**src/rtl/hazard_fwd_ctrl.sv**
```systemverilog
// Pipeline control for a 5-stage RISC-V core. It tracks in-flight destinations,
// selects ALU forwarding, and handles load-use stalls and taken-branch flushes.
module hazard_fwd_ctrl #(
    parameter int CNT_W = 16
) (
    input  logic             clk,
    input  logic             rst_n,
    input  logic             id_valid,
    input  logic [4:0]       id_rs1_addr,
    input  logic [4:0]       id_rs2_addr,
    input  logic             id_rs1_used,
    input  logic             id_rs2_used,
    input  logic [4:0]       id_rd_addr,
    input  logic             id_reg_wr_en,
    input  logic             id_mem_rd_en,
    input  logic             ex_br_en,
    input  logic             ex_br_taken,
    output logic             pc_hold,
    output logic             ifid_hold,
    output logic             ifid_flush,
    output logic             idex_bubble,
    output logic             pc_redirect,
    output logic [1:0]       fwd_a_sel,
    output logic [1:0]       fwd_b_sel,
    output logic [CNT_W-1:0] stall_cnt,
    output logic [CNT_W-1:0] flush_cnt
);

    typedef struct packed {
        logic       valid;
        logic [4:0] rd;
        logic       wr_en;
        logic       ld;
    } sb_entry_t;

    typedef enum logic {
        RUN      = 1'b0,
        LU_STALL = 1'b1
    } state_t;

    localparam logic [CNT_W-1:0] CNT_ONE = CNT_W'(1);
    localparam logic [CNT_W-1:0] CNT_MAX = {CNT_W{1'b1}};

    // The register file is write-through, so the WB slot can never change a
    // decision; only the EX and MEM slots of the scoreboard are held.
    sb_entry_t ex_q, ex_d;
    sb_entry_t mem_q, mem_d;

    state_t state_q, state_d;

    logic [1:0]       fwd_a_sel_q, fwd_a_sel_d;
    logic [1:0]       fwd_b_sel_q, fwd_b_sel_d;
    logic [CNT_W-1:0] stall_cnt_q, stall_cnt_d;
    logic [CNT_W-1:0] flush_cnt_q, flush_cnt_d;

    logic ex_fwd_ok;
    logic mem_fwd_ok;
    logic ex_ld_src;
    logic br_flush;
    logic lu_hazard;
    logic lu_stall;
    logic bubble;

    logic [1:0][4:0] src_addr;
    logic [1:0]      src_used;
    logic [1:0][1:0] src_sel;
    logic [1:0]      src_ld_hit;

    // A load in EX cannot forward its ALU result; it is a stall source instead.
    assign ex_fwd_ok  = ex_q.valid && ex_q.wr_en && (ex_q.rd != 5'd0) && !ex_q.ld;
    assign mem_fwd_ok = mem_q.valid && mem_q.wr_en && (mem_q.rd != 5'd0);
    assign ex_ld_src  = ex_q.valid && ex_q.ld && (ex_q.rd != 5'd0);

    assign src_addr = {id_rs2_addr, id_rs1_addr};
    assign src_used = {id_rs2_used, id_rs1_used};

    genvar gi;
    generate
        for (gi = 0; gi < 2; gi++) begin : g_src
            logic hit_ex;
            logic hit_mem;

            assign hit_ex  = src_used[gi] && ex_fwd_ok  && (src_addr[gi] == ex_q.rd);
            assign hit_mem = src_used[gi] && mem_fwd_ok && (src_addr[gi] == mem_q.rd);

            // Younger producer in EX takes precedence over MEM.
            assign src_sel[gi]    = hit_ex ? 2'b01 : (hit_mem ? 2'b10 : 2'b00);
            assign src_ld_hit[gi] = src_used[gi] && ex_ld_src && (src_addr[gi] == ex_q.rd);
        end
    endgenerate

    always_comb begin
        br_flush  = ex_br_en && ex_br_taken;
        lu_hazard = id_valid && (state_q == RUN) && (|src_ld_hit);
        // A taken branch discards the would-be stalled instruction.
        lu_stall  = lu_hazard && !br_flush;
        bubble    = lu_stall || br_flush;

        state_d = state_q;
        case (state_q)
            RUN:      if (lu_stall) state_d = LU_STALL;
            LU_STALL: state_d = RUN;
            default:  state_d = RUN;
        endcase
        if (br_flush) begin
            state_d = RUN;
        end

        mem_d = ex_q;
        if (bubble) begin
            ex_d = '0;
        end else begin
            ex_d = '{valid: id_valid, rd: id_rd_addr, wr_en: id_reg_wr_en, ld: id_mem_rd_en};
        end

        fwd_a_sel_d = bubble ? 2'b00 : src_sel[0];
        fwd_b_sel_d = bubble ? 2'b00 : src_sel[1];

        stall_cnt_d = stall_cnt_q;
        if (lu_stall && (stall_cnt_q != CNT_MAX)) begin
            stall_cnt_d = stall_cnt_q + CNT_ONE;
        end
        flush_cnt_d = flush_cnt_q;
        if (br_flush && (flush_cnt_q != CNT_MAX)) begin
            flush_cnt_d = flush_cnt_q + CNT_ONE;
        end
    end

    always_ff @(posedge clk or negedge rst_n) begin
        if (!rst_n) begin
            state_q     <= RUN;
            ex_q        <= '0;
            mem_q       <= '0;
            fwd_a_sel_q <= 2'b00;
            fwd_b_sel_q <= 2'b00;
            stall_cnt_q <= '0;
            flush_cnt_q <= '0;
        end else begin
            state_q     <= state_d;
            ex_q        <= ex_d;
            mem_q       <= mem_d;
            fwd_a_sel_q <= fwd_a_sel_d;
            fwd_b_sel_q <= fwd_b_sel_d;
            stall_cnt_q <= stall_cnt_d;
            flush_cnt_q <= flush_cnt_d;
        end
    end

    // Controls are forced low while reset is held, whatever the inputs do.
    assign pc_hold     = rst_n && lu_stall;
    assign ifid_hold   = rst_n && lu_stall;
    assign ifid_flush  = rst_n && br_flush;
    assign pc_redirect = rst_n && br_flush;
    assign idex_bubble = rst_n && bubble;

    assign fwd_a_sel = fwd_a_sel_q;
    assign fwd_b_sel = fwd_b_sel_q;
    assign stall_cnt = stall_cnt_q;
    assign flush_cnt = flush_cnt_q;

endmodule

```
**config.mk**
```make
export PLATFORM = sky130hd
export DESIGN_NAME = hazard_fwd_ctrl
export DESIGN_NICKNAME = d
export VERILOG_FILES = /design/src/rtl/hazard_fwd_ctrl.sv
export SDC_FILE = /design/constraint.sdc
export NUM_CORES = 1
export LEC_CHECK = 0
export ABC_AREA = 1
export BUFFER_PORTS_ARGS = -buffer_cell sky130_fd_sc_hd__buf_2
export CORE_ASPECT_RATIO = 1.4
export CORE_MARGIN = 3
export CORE_UTILIZATION = 30
export DETAILED_ROUTE_END_ITERATION = 8
export SLEW_MARGIN = 25
export SYNTH_ARGS = -nofsm -noshare
export SYNTH_HDL_FRONTEND = slang
export SYNTH_SLANG_ARGS = --single-unit
```
**constraint.sdc**
```tcl
create_clock -name clk -period 2.8 [get_ports clk]
set_clock_uncertainty 0.2 [all_clocks]
set_input_delay 0.14 -clock clk [delete_from_list [all_inputs] [get_ports clk]]
set_output_delay 0.14 -clock clk [all_outputs]
set_load 0.05 [all_outputs]
```
==> results.tsv, run 1 <==
stage	metric	value	unit
run_status	status	finished clean	
final_layout	most frequent cells in the layout	nand2_1, buf_2, dfrtp_1, inv_1, nor2_1	
power	Max VDD drop	0.000228	V
logic_synthesis	Synth Area in Compound Gates	3.00	%
critical_path	Crit Path Class	reg2out	
critical_path	critical path data arrival time	1800	ps
clock_tree	root buf cell	clkbuf_16	
clock_tree	H-tree level count	2	
die	I/O pins	65	
final_layout	commonest non-fill, non-tap cell in the layout	nand2_1	
drt	WL/cell	12.1	µm
placement	DP Wirelength	5210	µm
critical_path	Cell Chain, Critical Path	inv_1 > nor2_1 > nor2_1 > nand3_1 > nand2_2 > nand3_2 > nor2_1 > buf_2	
logic_synthesis	simple-gate share of the synthesized area	35.5	%
clock_tree	CTS tree	done	
final_layout	layout cell share with drive strength beyond 1	19.2	%
final_layout	final net count	484	
logic_synthesis	Synth Area in XOR/XNOR	7.30	%
critical_path	CP endpoint kind	primary output	
drt	Starting DRT DRC Count	55	
logic_synthesis	syn avg cell area	7.52	µm²
critical_path	crit path launch type	flip-flop	
global_routing	pin count of the biggest net entering global routing	53	
clock_tree	Clock Latency Late Sink	290	ps
global_routing	GR Overflow Total	0	
placement	GPL Wtd Cong	0.916	
drt	DRT Pass-1 Iters	4	
die	Core ar.	0.00918	mm²
logic_synthesis	post-synthesis adder-cell area fraction	0.869	%
logic_synthesis	register area share after synthesis	45.2	%
die	Die ar.	0.0108	mm²
die	die height	122	µm
logic_synthesis	largest family of logic cells by synthesized area	simple AND/OR/NAND/NOR gates	
clock_tree	CTS clk-pin slew, worst paths	70	ps
power	Static Leakage	1.90	nW
final_layout	Filler cells	971	
drt	Vias	2642	
sta	setup ws final	657	ps
critical_path	most frequent CP cell	nor2_1	
clock_tree	Clock Sinks	52	
final_layout	final core utilization	38.6	%
global_routing	number of global-route vias before repair	2616	
placement	pre-CTS setup slack	728	ps
sta	# setup viols final	0	
critical_path	Worst path slowest cell	dfrtp_1	
logic_synthesis	Cells after Synth	383	
final_layout	area delta synth->final	23.2	%
power	power per cell area	552	mW/mm²
sta	setup TNS	0	ps
sta	period utilization	76.6	%
logic_synthesis	Distinct cells, synth	31	
logic_synthesis	fraction of synthesized area in multiplexers	0	%
logic_synthesis	syn_nets	409	
logic_synthesis	Post-Syn Area	0.00288	mm²
drt	# DRC	0	
global_routing	initial antenna violation count	0	
clock_tree	Num CTS Buffers	5	
clock_tree	Post-CTS Setup Inserts	0	
logic_synthesis	synthesized flop and latch total	52	
sta	unrepaired setup endpoints after global routing	false	
drt	antenna-violating nets left	0	
critical_path	CP max FO	5	
min_path	worst min path class	in2reg	
sta	fin crit period	2140	ps
clock_tree	Clock Path Buffers	2	
sta	max-slew violations	0	
die	initial core utilization	31.4	%
power	Power Total	0.00196	W
sta	final hold vios	0	
drt	total wire length	6850	µm
global_routing	GRT Total Usage	13.6	%
drt	routed vias/inst	4.67	
sta	Worst-Margin Slew	672	ps
final_layout	diode count	0	
die	Die W	88.8	µm
logic_synthesis	Synth Warn #	0	
critical_path	CP required	2460	ps
critical_path	slowest stage delay, CP	370	ps
sta	Peak Freq	0.467	GHz
placement	port bufs	64	
die	row cnt	41	
sta	final hold slack	24.8	ps
sta	slew margin rel.	55.2	%
global_routing	first-pass GRT wire length	11700	µm
run	max_cap viols	0	
[critical path: cells and delay by family (launching register included)]
family	cells	cell delay, ps
simple gates	6	730
flops	1	370
buf+inv	2	420
[synth_stat cells]
cell type | n | share of area (%)
nand4_2 | 1 | 0.43
nor2_2 | 2 | 0.43
nand3_1 | 22 | 3.8
nand4_1 | 9 | 2.0
o21ai_1 | 2 | 0.35
ha_1 | 2 | 0.87
a211oi_1 | 1 | 0.26
nor3_1 | 11 | 1.9
nand2_2 | 1 | 0.22
or2_2 | 3 | 0.65
buf_4 | 2 | 0.52
o22ai_1 | 1 | 0.22
nor3_2 | 2 | 0.70
nand3_2 | 2 | 0.70
dfrtp_1 | 52 | 45
inv_2 | 2 | 0.26
nor4_1 | 2 | 0.43
nor2_4 | 1 | 0.39
buf_2 | 2 | 0.35
o2111ai_1 | 1 | 0.30
xnor2_1 | 10 | 3.0
nand2_1 | 136 | 18
xor2_1 | 14 | 4.3
a31oi_1 | 1 | 0.22
inv_1 | 45 | 5.9
nor2_1 | 41 | 5.3
a21o_1 | 1 | 0.26
a21oi_1 | 4 | 0.70
buf_6 | 3 | 1.2
o21ai_0 | 4 | 0.70
nand3b_1 | 3 | 0.78
[layout make-up]
type | count | area [µm²] | share of cell area [%]
Clock inverter | 3 | 42.5 | 1.20
Inverter | 47 | 176 | 4.97
Timing Repair Buffer | 75 | 425 | 12.0
Tap cell | 107 | 134 | 3.77
Sequential cell | 52 | 1300 | 36.7
Multi-Input combinational cell | 277 | 1340 | 37.9
Clock buffer | 5 | 125 | 3.53
[sequential cells by signal, indices dropped and copies added, names as in the netlist]
register / flops
fwd_b_sel: 2
mem_q: 7
ex_q: 8
flush_cnt: 16
stall_cnt: 16
fwd_a_sel: 2
state_q: 1
[timing repair]
action                                 4_1_cts  5_1_grt
endpoints found under the hold margin       60        0
gates resized for setup                      0        0
hold buffers                                 9        0
[through the flow]
step                      cells  cell area (µm²)
after floorplan             383             2880
after CTS                   566             3550
after detailed placement    549             3290
final                       566             3550
after global routing        566             3550
after global placement      549             3290
[cells by family (layout without fill, tap and decap cells)]
family          after synthesis  after routing
compound gates               15             15
xor+xnor                     24             24
fa+ha+maj                     2              2
buf+inv                      54            130
flops                        52             52
simple gates                236            236
[power breakdown]
group / internal (W) / switching [W]
logic: 0.000113 / 0.000278
registers: 0.000805 / 0.0000743
clock network: 0.000420 / 0.000270
[per-layer routing]
metal	up-vias	track usage [%]	part of all wire (%)
li1	1344	-	-
met1	1211	15.4	39
met2	69	23.8	53
met3	18	2.98	4.6
met4	0	6.43	3.2
met5	-	0	0
[worst paths after layout]
check | slack, ps | end | cells after the start | from
setup / recovery | 660 | pc_hold | 8 | ex_q[4]
hold / removal | 20 | fwd_a_sel[1] | 5 | id_rs1_used
setup reg to reg | 750 | stall_cnt[14] | 7 | stall_cnt[0]
hold reg to reg | 180 | mem_q[4] | 0 | ex_q[4]
max in group asynchronous | 1630 | ex_q[5] | 3 | rst_n
min in group asynchronous | 320 | flush_cnt[12] | 3 | rst_n
Power figures use the tool's default switching activity.
==> run 2: changes to the inputs <==
- clock period: 2.8 -> 1.92 ns (I/O delays scaled with it)
==> run 2 against run 1 <==
  * The run now ends with negative setup slack left
  * Core utilization rose by 3.0 points
  * Register-to-register slack got worse by 620 ps
  * Count of clock-buffer cells in the layout did not move
  * Largest cell class unchanged
  * Highest routed layer unchanged
==> results.tsv, run 2 (synthesis results as in run 1) <==
stage	metric	value	unit	change
sta	period utilization	100	%	
clock_tree	CTS tree	done		
final_layout	final net count	500		+3.3%
sta	Peak Freq	0.519	GHz	
drt	# DRC	0		unchanged
die	I/O pins	65		unchanged
placement	GPL Wtd Cong	0.891		-2.8%
sta	Worst-Margin Slew	651	ps	-20.4 ps
placement	DP Wirelength	5560	µm	+6.7%
die	row cnt	41		unchanged
power	Max VDD drop	0.000367	V	+61%
final_layout	register area	0.00131	mm²	+0.77%
drt	WL/cell	12.5	µm	+3.4%
critical_path	CP endpoint kind	primary output		
final_layout	final core utilization	41.6	%	+3.0 points
min_path	hold path depth	5		unchanged
final_layout	most frequent cells in the layout	nand2_1, buf_2, dfrtp_1, inv_1, nor2_1		
placement	Cells after DPL	560		+2.0%
power	power per cell area	772	mW/mm²	+40%
global_routing	GR Overflow Total	0		unchanged
critical_path	Crit Path Class	reg2out		
die	die height	122	µm	unchanged
final_layout	diode count	0		unchanged
global_routing	pin count of the biggest net entering global routing	53		unchanged
global_routing	first-pass GRT wire length	11800	µm	+1.6%
clock_tree	root buf cell	clkbuf_16		
run	max_cap viols	0		unchanged
global_routing	initial antenna violation count	0		unchanged
min_path	worst min path class	in2reg		
final_layout	area delta synth->final	32.6	%	
final_layout	commonest non-fill, non-tap cell in the layout	nand2_1		
critical_path	worst flop-to-flop path endpoint	stall_cnt[0]		
critical_path	CP required	1620	ps	-840 ps
drt	routed vias/inst	4.57		-2.2%
critical_path	reg2reg path depth	12		+5
drt	DRT Pass-1 Iters	4		unchanged
critical_path	CP Capture Point	idex_bubble		
global_routing	GRT Total Usage	14.2	%	+0.51 points
sta	unrepaired setup endpoints after global routing	true		
run_status	status	finished, violations left		
die	Die W	88.8	µm	unchanged
drt	total wire length	7280	µm	+6.3%
die	Die ar.	0.0108	mm²	unchanged
sta	final hold vios	0		unchanged
final_layout	layout cell share with drive strength beyond 1	26.1	%	+6.9 points
critical_path	CP max FO	4		-1
sta	slew margin rel.	56.6	%	+1.4 points
run_status	failing checks	negative setup slack		
critical_path	crit path launch type	flip-flop		
clock_tree	H-tree level count	2		unchanged
die	initial core utilization	31.4	%	unchanged
final_layout	Filler cells	952		-2.0%
sta	setup ws final	-8.10	ps	-665 ps
clock_tree	Clock Latency Late Sink	290	ps	about the same
drt	Vias	2658		+0.61%
clock_tree	Clock Path Buffers	2		unchanged
sta	max-slew violations	0		unchanged
power	Static Leakage	1.98	nW	+4.2%
clock_tree	CTS clk-pin slew, worst paths	70	ps	about the same
critical_path	worst r2r src	ex_q[6]		
drt	Starting DRT DRC Count	109		+98%
global_routing	number of global-route vias before repair	2524		-3.5%
die	Core ar.	0.00918	mm²	unchanged
placement	port bufs	64		unchanged
clock_tree	Clock Sinks	52		unchanged
final_layout	Finished Layout Cells	582		+2.8%
clock_tree	Num CTS Buffers	5		unchanged
final_layout	area of the multi-input gates	0.00144	mm²	+6.9%
critical_path	R2R setup slack	130	ps	-620 ps
critical_path	critical path data arrival time	1630	ps	-170 ps
drt	antenna-violating nets left	0		unchanged
critical_path	crit path from	ex_q[6]		
sta	fin crit period	1930	ps	
power	Power Total	0.00295	W	+50%
sta	# setup viols final	1		+1
==> run 2: repair_timing <==
action | CTS | global route
cloned | 0 | 0
endpoints found under the setup margin | 3 | 31
buffers inserted | 3 | 0
hold endpoints to repair | 62 | 0
pin swaps | 5 | 6
gates resized for setup | 9 | 11
hold buffers | 11 | 0
==> run 2: worst min-delay path by stage <==
| stage | startpoint | endpoint | slack [ps] |
|---|---|---|---|
| 2_1_floorplan | rst_n | ex_q[0] | -400 |
| 3_3_place_gp | rst_n | flush_cnt[9] | 110 |
| 3_5_place_dp | rst_n | flush_cnt[9] | 120 |
| 4_1_cts | id_rs2_addr[0] | fwd_b_sel[1] | 60 |
| 5_1_grt | id_rs2_addr[0] | fwd_b_sel[1] | 80 |
| 6_report | id_rs2_addr[0] | fwd_b_sel[1] | 50 |
==> run 2: final cells by class <==
type,instances,area share (%)
Sequential cell,52,34.3
Tap cell,107,3.50
Inverter,47,4.62
Clock buffer,5,3.28
Timing Repair Buffer,91,15.6
Multi-Input combinational cell,277,37.6
Clock inverter,3,1.11
==> run 2: where the power goes <==
group / switching, W / internal, W
clock network: 0.000397 / 0.000612
registers: 0.000102 / 0.00118
logic: 0.000444 / 0.000212
==> run 2: worst max-delay path: stages (launching register included) <==
cell and delay, ps:
dfrtp_1 400, inv_2 70, nand2_1 60, nand2_1 50, nor2_2 120, nand3_2 120
nand2_4 110, nand2_2 80, a21oi_4 150, buf_6 180
==> run 2: per-layer routing <==
layer / global-route usage (%) / wire length, µm / vias up
li1: - / - / 1373
met3: 2.77 / 265 / 6
met2: 25.1 / 3800 / 58
met4: 5.20 / 110 / 0
met5: 0 / 0 / -
met1: 16.5 / 3100 / 1221
==> run 2: stage by stage <==
stage               setup WS (ps)  setup TNS, ps  hold slack (ps)  instance area, µm²
global route                 -186          -1430             82.7                3820
floorplan                   0.645              0             -400                2930
detailed placement           24.8              0              115                3450
CTS                         -92.9          -1400             59.2                3780
global placement             34.2              0              110                3450
finish                      -8.10          -8.10             54.6                3820
==> run 3: changes to the inputs <==
- BUFFER_PORTS_ARGS: -buffer_cell sky130_fd_sc_hd__buf_2 -> unset
- DONT_BUFFER_PORTS: unset -> 1
- PLACE_DENSITY: unset -> 0.51
==> run 3 against run 2 <==
  * The flow still finishes with violations (negative setup slack)
  * Hold slack worse by 45 ps
  * First-iteration DRC count fell by 47%
  * Sequential power barely moved
  * Global-route usage grew 0.31 points
  * Sequential cell count did not move
  * Register-to-register slack worse by 50 ps
  * Routed wire length grew 1.5%
  * Critical path depth did not move
  * Die area stayed put
  * Largest cell class unchanged
==> results.tsv, run 3 (synthesis results as in run 1) <==
stage	metric	value	unit	change
power	power per cell area	768	mW/mm²	-0.49%
die	row cnt	41		unchanged
drt	# DRC	0		unchanged
critical_path	crit path from	ex_q[6]		
clock_tree	Clock Latency Late Sink	290	ps	about the same
global_routing	number of global-route vias before repair	2628		+4.1%
clock_tree	CTS clk-pin slew, worst paths	70	ps	about the same
critical_path	worst flop-to-flop path endpoint	stall_cnt[13]		
die	Die ar.	0.0108	mm²	unchanged
sta	# setup viols final	3		+2
min_path	hold wc startpoint	id_rs1_used		
final_layout	layout cell share with drive strength beyond 1	21.9	%	-4.2 points
placement	DP Wirelength	5390	µm	-3.0%
sta	fin crit period	1930	ps	+6.80 ps
critical_path	critical path data arrival time	1640	ps	about the same
clock_tree	Num CTS Buffers	5		unchanged
power	Power Total	0.00296	W	+0.46%
drt	total wire length	7390	µm	+1.5%
die	Die W	88.8	µm	unchanged
sta	setup TNS	-44.0	ps	-35.9 ps
power	Max VDD drop	0.000376	V	+2.7%
drt	DRT Pass-1 Iters	4		unchanged
critical_path	CP endpoint kind	primary output		
drt	Vias	2608		-1.9%
min_path	worst hold endpoint	fwd_a_sel[0]		
die	initial core utilization	31.4	%	unchanged
die	die height	122	µm	unchanged
placement	port bufs	0		-100%
sta	unrepaired setup endpoints after global routing	true		
sta	setup ws final	-14.9	ps	-6.80 ps
global_routing	GR Overflow Total	0		unchanged
drt	Starting DRT DRC Count	58		-47%
critical_path	slowest stage delay, CP	410	ps	about the same
critical_path	Worst path slowest cell	dfrtp_1		
final_layout	Finished Layout Cells	563		-3.3%
clock_tree	H-tree level count	2		unchanged
run_status	status	finished, violations left		
sta	final hold slack	9.77	ps	-44.8 ps
drt	met2 wire len	3840	µm	+0.89%
sta	slew margin rel.	69.8	%	+13 points
die	I/O pins	65		unchanged
critical_path	Cell Chain, Critical Path	inv_2 > nand2_1 > nand2_1 > nor2_1 > nand3_1 > nand2_2 > nand3_4 > nor2_4 > buf_12		
drt	WL/cell	13.1	µm	+4.9%
clock_tree	root buf cell	clkbuf_16		
die	Core ar.	0.00918	mm²	unchanged
sta	Worst-Margin Slew	453	ps	-198 ps
drt	routed vias/inst	4.63		+1.4%
critical_path	reg2reg path depth	12		unchanged
min_path	hold path depth	5		unchanged
min_path	worst min path class	in2reg		
critical_path	worst r2r src	ex_q[6]		
run	max_cap viols	0		unchanged
final_layout	final net count	481		-3.8%
clock_tree	Clock Sinks	52		unchanged
final_layout	most frequent cells in the layout	nand2_1, buf_4, dfrtp_1, inv_1, nor2_1		
critical_path	Crit Path Class	reg2out		
global_routing	GRT Total Usage	14.5	%	+0.31 points
final_layout	diode count	0		unchanged
placement	Cells after DPL	528		-5.7%
final_layout	commonest non-fill, non-tap cell in the layout	nand2_1		
run_status	failing checks	negative setup slack		
drt	antenna-violating nets left	0		unchanged
sta	final hold vios	0		unchanged
critical_path	most frequent CP cell	nand2_1		
sta	max-slew violations	0		unchanged
sta	Peak Freq	0.517	GHz	-0.35%
global_routing	initial antenna violation count	0		unchanged
critical_path	crit path launch type	flip-flop		
power	Static Leakage	1.90	nW	-3.9%
global_routing	pin count of the biggest net entering global routing	53		unchanged
critical_path	R2R setup slack	80	ps	-50 ps
placement	GPL Wtd Cong	0.902		+1.2%
clock_tree	Clock Path Buffers	2		unchanged
final_layout	area delta synth->final	33.9	%	
clock_tree	CTS tree	done		
critical_path	CP required	1620	ps	about the same
critical_path	CP max FO	4		unchanged
global_routing	first-pass GRT wire length	12200	µm	+3.3%
drt	Highest Signal Layer	met4		
sta	period utilization	101	%	+0.35 points
drt	M1 WL	2990	µm	-3.6%
drt	met3 WL	416	µm	+57%
run 3: cell types whose count changed in the layout (fill, tap and decap cells not counted), sizes merged:
cell	before	now
clkbuf	5	6
buf	80	54
clkinvlp	1	0
dlygate4sd3	11	18
run 3: metrics by stage:
stage | util (%) | setup slack (ps) | cell area (µm²)
finish | 42.0 | -14.9 | 3860
global route | 42.0 | -124 | 3860
CTS | 41.3 | -50.2 | 3790
detailed placement | 36.8 | 57.9 | 3380
global placement | 36.8 | 121 | 3380
floorplan | - | 0.645 | 2930
run 3: worst max-delay path by stage:
stage,end,slack [ps],cells after the start
floorplan,flush_cnt[5],0.6,9
global placement,flush_cnt[13],120,8
detailed placement,flush_cnt[13],60,8
CTS,idex_bubble,-50,9
global route,idex_bubble,-120,9
finish,ifid_hold,-10,9
run 3: final cells by class:
class	count	area, µm²
fill	939	5330
multi-input combinational	277	1420
sequential	52	1310
timing repair buffer	72	654
inverter	47	176
tap	107	134
clock buffer	6	129
clock inverter	2	35.0
run 3: per-layer routing:
| metal | up-vias | global-route usage, % |
|---|---|---|
| met2 | 57 | 25.4 |
| li1 | 1331 | - |
| met5 | - | 0 |
| met3 | 9 | 3.92 |
| met4 | 0 | 5.39 |
| met1 | 1211 | 16.3 |
run 3: power breakdown:
group	internal (W)	total, W	leakage [nW]	switching [W]
combinational	0.000233	0.000679	1.14	0.000446
sequential	0.00118	0.00126	0.679	0.0000844
clock	0.000614	0.00102	0.0808	0.000403
run 3: worst max-delay path: cells and delay by family (launching register included):
family / cells / cell delay (ps)
buffers and inverters: 2 / 250
AND/OR/NAND/NOR: 7 / 700
flip-flops: 1 / 410
run 3: timing repair:
action	CTS	global route
resized for setup	5	11
endpoints found under the hold margin	62	1
buffers inserted	3	5
gates cloned	0	0
pin swaps	7	10
hold buffers	19	1
endpoints found under the setup margin	3	23
